--- src/rtl/instr_issuer.sv ---
// Program sequencer feeding a 9-bit processor's Din/run/Done interface
// from a synchronous instruction ROM.
module instr_issuer #(
    parameter int ADDR_W   = 5,
    parameter int PROG_LEN = 32,
    parameter int TIMEOUT  = 7
) (
    input  logic              clk,
    input  logic              rst,
    input  logic              start,
    output logic [ADDR_W-1:0] rom_addr,
    input  logic [8:0]        rom_data,
    input  logic              done_i,
    output logic [8:0]        din_o,
    output logic              run_o,
    output logic              busy,
    output logic              halted,
    output logic              err,
    output logic [ADDR_W-1:0] pc_o
);

    localparam int CW = $clog2(TIMEOUT + 1);
    localparam logic [ADDR_W:0] LEN  = (ADDR_W + 1)'(PROG_LEN);
    localparam logic [ADDR_W:0] LAST = (ADDR_W + 1)'(PROG_LEN - 1);
    localparam logic [2:0] OP_MVI = 3'b001;

    typedef enum logic [2:0] {
        S_IDLE,
        S_RD_I,
        S_LAT_I,
        S_LAT_M,
        S_SETUP,
        S_ISSUE,
        S_EXEC,
        S_HALT
    } state_t;

    state_t            r_state;
    logic [ADDR_W:0]   r_pc;
    logic [8:0]        r_ir;
    logic [8:0]        r_imm;
    logic [CW-1:0]     r_cnt;
    logic [ADDR_W-1:0] r_addr;
    logic [8:0]        r_din;
    logic              r_run;
    logic              r_busy;
    logic              r_halted;
    logic              r_err;

    logic              w_ir_mvi;
    logic              w_rd_mvi;
    logic [ADDR_W:0]   w_pc_step;
    logic [CW-1:0]     w_cnt_nx;

    assign w_ir_mvi  = (r_ir[8:6] == OP_MVI);
    assign w_rd_mvi  = (rom_data[8:6] == OP_MVI);
    assign w_pc_step = r_pc + (w_ir_mvi ? (ADDR_W + 1)'(2) : (ADDR_W + 1)'(1));
    assign w_cnt_nx  = r_cnt + CW'(1);

    assign rom_addr = r_addr;
    assign din_o    = r_din;
    assign run_o    = r_run;
    assign busy     = r_busy;
    assign halted   = r_halted;
    assign err      = r_err;
    assign pc_o     = r_pc[ADDR_W-1:0];

    always_ff @(posedge clk or posedge rst) begin
        if (rst) begin
            r_state  <= S_IDLE;
            r_pc     <= '0;
            r_ir     <= '0;
            r_imm    <= '0;
            r_cnt    <= '0;
            r_addr   <= '0;
            r_din    <= '0;
            r_run    <= 1'b0;
            r_busy   <= 1'b0;
            r_halted <= 1'b0;
            r_err    <= 1'b0;
        end else begin
            case (r_state)
                S_IDLE, S_HALT: begin
                    if (start) begin
                        r_pc     <= '0;
                        r_addr   <= '0;
                        r_err    <= 1'b0;
                        r_busy   <= 1'b1;
                        r_halted <= 1'b0;
                        r_state  <= S_RD_I;
                    end
                end
                S_RD_I: begin
                    // Prefetch the next word so an mvi immediate lands in LAT_M.
                    r_addr  <= r_pc[ADDR_W-1:0] + ADDR_W'(1);
                    r_state <= S_LAT_I;
                end
                S_LAT_I: begin
                    r_ir <= rom_data;
                    if (rom_data[8] || (w_rd_mvi && r_pc == LAST)) begin
                        r_err    <= 1'b1;
                        r_busy   <= 1'b0;
                        r_halted <= 1'b1;
                        r_state  <= S_HALT;
                    end else if (w_rd_mvi) begin
                        r_state <= S_LAT_M;
                    end else begin
                        r_din   <= rom_data;
                        r_state <= S_SETUP;
                    end
                end
                S_LAT_M: begin
                    r_imm   <= rom_data;
                    r_din   <= r_ir;
                    r_state <= S_SETUP;
                end
                S_SETUP: begin
                    r_run   <= 1'b1;
                    r_state <= S_ISSUE;
                end
                S_ISSUE: begin
                    r_run   <= 1'b0;
                    r_cnt   <= '0;
                    if (w_ir_mvi) begin
                        r_din <= r_imm;
                    end
                    r_state <= S_EXEC;
                end
                S_EXEC: begin
                    r_cnt <= w_cnt_nx;
                    if (done_i) begin
                        r_pc <= w_pc_step;
                        if (w_pc_step >= LEN) begin
                            r_busy   <= 1'b0;
                            r_halted <= 1'b1;
                            r_state  <= S_HALT;
                        end else begin
                            r_addr  <= w_pc_step[ADDR_W-1:0];
                            r_state <= S_RD_I;
                        end
                    end else if (w_cnt_nx == CW'(TIMEOUT)) begin
                        r_err    <= 1'b1;
                        r_busy   <= 1'b0;
                        r_halted <= 1'b1;
                        r_state  <= S_HALT;
                    end
                end
                default: r_state <= S_IDLE;
            endcase
        end
    end

endmodule

--- config.mk ---
export PLATFORM = sky130hd
export DESIGN_NAME = instr_issuer
export DESIGN_NICKNAME = d
export VERILOG_FILES = /design/src/rtl/instr_issuer.sv
export SDC_FILE = /design/constraint.sdc
export NUM_CORES = 1
export LEC_CHECK = 0
export CORE_ASPECT_RATIO = 0.6
export CORE_UTILIZATION = 42
export DETAILED_ROUTE_END_ITERATION = 12
export SYNTH_ARGS = -nofsm -noshare
export SYNTH_HDL_FRONTEND = slang
export SYNTH_SLANG_ARGS = --single-unit
--- constraint.sdc ---
create_clock -name clk -period 3.5 [get_ports clk]
set_input_delay 0.875 -clock clk [delete_from_list [all_inputs] [get_ports clk]]
set_output_delay 0.875 -clock clk [all_outputs]
set_load 0.03 [all_outputs]
==> flow_summary.ini <==
[global_route]
antenna_found_initial = 0
grt_overflow = 0
grtUsageTotal = 0.206
grt_pass1_vias = 1983
grt_pass1_wl_mm = 10.2
grt_max_degree = 35

[cells_and_area]
multi_input_area_um2 = 1260
nNetsFinal = 315
regArea_um2 = 1200
layout-drive-gt1-share = 0.155
diodes = 0
syn2layout_area_growth_pct = 19.4
n_fill_cell = 521

[sta]
setup_ws_ps = 871
setup_viol = 0
finalMaxSlewViolations = 0
layout_min_cycle_time_ps = 2630
timing.slew.headroom = 0.471
period_share = 0.751
tightest_slew_ps = 794
finalHoldViolCount = 0
fmax_mhz = 380
setup_tns_ps = 0
fin_skew_ps = 5.11
rsz0062_at_grt = no

[yosys]
syn-mean-instance-area_um2 = 9.75
postSynthCellCount = 266
synth_fp_nets = 285
synth_top_cell_area_share = 0.463
netlist_top_cells_area = dfrtp_1 46%, mux2_2 10%, o21ai_0 7.3%
yosysMostFrequentCell = dfrtp_1
post_synth_instance_area_um2 = 2590
synth.distinct_cells = 45
synth_ff_type = dfrtp_1
ys_warn_count = 0
synthArstFlopShare = 1.00
synth_common_cells = 48 x dfrtp_1, 38 x o21ai_0, 35 x nand2_1, 23 x mux2_2, 12 x a21oi_1
synth_edf_count = 0
yosys.area.top_type = dfrtp_1
synth-seq-cells = 48
synth_seq_area_share = 0.463

[detailed_routing]
wl_met3_um = 373
drt-met1-wl_mm = 3.25
drc = 0
viasPerCell = 5.52
antenna_left = 0
wl_met2_mm = 2.30
drtIter0Drc = 106
drt_pass1_iterations = 4
wl_per_cell_um = 15.8
vias = 2082
topRoutingLayerUsed = met4
finalWirelength_mm = 5.95

[setup_path]
cp_slowest_cell = or3b_2
path_max_fanout = 8
cpLargestDelayFamily = simple AND/OR/NAND/NOR gates
cp.arrival_ps = 2820
path_cells = or3b_2 -> inv_1 -> ha_1 -> a21oi_1 -> buf_4 -> or3_1 -> and2_4 -> o21ai_4 -> mux2_2
start_kind = flop
reg2reg_to = rom_addr[1]$_DFFE_PP0P_
path_class = reg -> reg
r2r_cells = 9
required_ps = 3690
timing.rr.start = r_ir[8]$_DFFE_PP0P_
cp_num_buf_inv = 2
r2r_slack_ps = 870
critPathCaptureType = flop
max_stage_delay_ps = 540

[placement]
place.gp.congestion = 0.759
portBuffers = 35
dp_slack_ps = 723
place.detailed.hpwl_mm = 4.20

[clocking]
cts_made_buffers = 5
cts-root-buf = clkbuf_8
clk_latency_ps = 300
cts.htree.levels = 2
clock_path_buffers = 2
cts-resized-gates = 0
cts_sinks = 48
cts_hold_buf = 0
clk_pin_slew_ps = 90
cts_setup_buffers = 0
cts_tree = done

[die]
die-height_um = 62.9
core_um2 = 5750
io_pins = 36
fp.dieArea_um2 = 6500
start_util = 0.451
die_w_um = 103
rows = 21

[worst_hold_path]
whs_path_depth = 2
hold_end = run_o$_DFFE_PP0P_
worstHoldStart = run_o$_DFFE_PP0P_
hp-class = reg -> reg

[power]
peakVddDrop_mv = 0.375
power_leakage_nw = 1.30
p_per_area_nw_per_um2 = 922

[run]
max_cap_viol_count = 0

[run_status]
status = finished clean
layout make-up:
type,count,share of cell area
Clock buffer,5,0.0222
Sequential cell,48,0.388
Inverter,10,0.0121
Clock inverter,3,0.0149
Multi-Input combinational cell,192,0.408
Timing Repair Buffer,39,0.123
Tap cell,80,0.0323
worst max-delay path by stage:
stage / start / end / slack [ps] / depth (start not counted)
after floorplan: r_ir[8]$_DFFE_PP0P_ / rom_addr[0]$_DFFE_PP0P_ / 1010 / 8
after global placement: rom_data[6] / busy$_DFFE_PP0P_ / 750 / 6
after detailed placement: rom_data[6] / busy$_DFFE_PP0P_ / 720 / 6
after CTS: r_ir[8]$_DFFE_PP0P_ / rom_addr[1]$_DFFE_PP0P_ / 850 / 9
after global routing: r_ir[8]$_DFFE_PP0P_ / rom_addr[2]$_DFFE_PP0P_ / 720 / 9
final: r_ir[8]$_DFFE_PP0P_ / rom_addr[1]$_DFFE_PP0P_ / 870 / 9
metal layers:
metal | up-vias | global-route usage
met1 | 1005 | 0.334
met2 | 59 | 0.270
met3 | 4 | 0.0459
met5 | - | 0
li1 | 1014 | -
met4 | 0 | 0.0458
power by group:
| group | total [mW] | switching [mW] | internal [mW] |
|---|---|---|---|
| Combinational | 1.40 | 0.781 | 0.624 |
| Sequential | 1.04 | 0.251 | 0.789 |
| Clock | 0.412 | 0.197 | 0.215 |
layout by cell type (no fill, tap or decap), types with 3 or more instances in the layout:
master | netlist | layout
a21oi_1 | 12 | 12
nor2_1 | 10 | 10
nand2_1 | 35 | 35
o21ai_0 | 38 | 38
inv_1 | 10 | 9
or3_1 | 3 | 3
o31ai_1 | 3 | 3
mux2_2 | 23 | 23
or3b_2 | 4 | 4
nand2b_1 | 5 | 5
ha_1 | 5 | 5
clkbuf_8 | 0 | 5
dfrtp_1 | 48 | 48
clkdlybuf4s50_1 | 0 | 35
o22ai_1 | 10 | 10
and2_1 | 3 | 3
nand3_1 | 4 | 4
a31oi_1 | 4 | 4
buf_4 | 6 | 4
flip-flops by register name (all words and copies together), names as in the netlist:
| register | count |
|---|---|
| busy | 1 |
| r_cnt | 3 |
| r_ir | 9 |
| r_imm | 9 |
| rom_addr | 5 |
| err | 1 |
| din_o | 9 |
| run_o | 1 |
| halted | 1 |
| r_pc | 6 |
| r_state | 3 |
worst register-to-register path, stage by stage, from the launching register on:
cell and delay (ps):
dfrtp_1 420, or3b_2 540, inv_1 80, ha_1 120, a21oi_1 60, buf_4 160
or3_1 370, and2_4 190, o21ai_4 220, mux2_2 370
logic make-up after synthesis:
kind of cell | share of synthesized area
muxes | 0.104
xor gates and xnor gates | 0.00338
AOI/OAI and AO/OA | 0.200
and+or+nand+nor | 0.148
buffers and inverters | 0.0497
DFF | 0.463
adders and majority gates | 0.0318
stage by stage:
| stage | power [mW] | cells | cell area, um^2 | utilization | hold WS [ps] |
|---|---|---|---|---|---|
| 2_1_floorplan | 2.02 | 266 | 2590 | - | 472 |
| 3_3_place_gp | 2.43 | 369 | 2980 | 0.518 | 463 |
| 3_5_place_dp | 2.45 | 369 | 2980 | 0.518 | 469 |
| 4_1_cts | 2.87 | 377 | 3100 | 0.538 | 492 |
| 5_1_grt | 3.10 | 377 | 3100 | 0.538 | 520 |
| 6_report | 2.86 | 377 | 3100 | 0.538 | 485 |
Note: power is estimated with default switching activity, not from simulation.
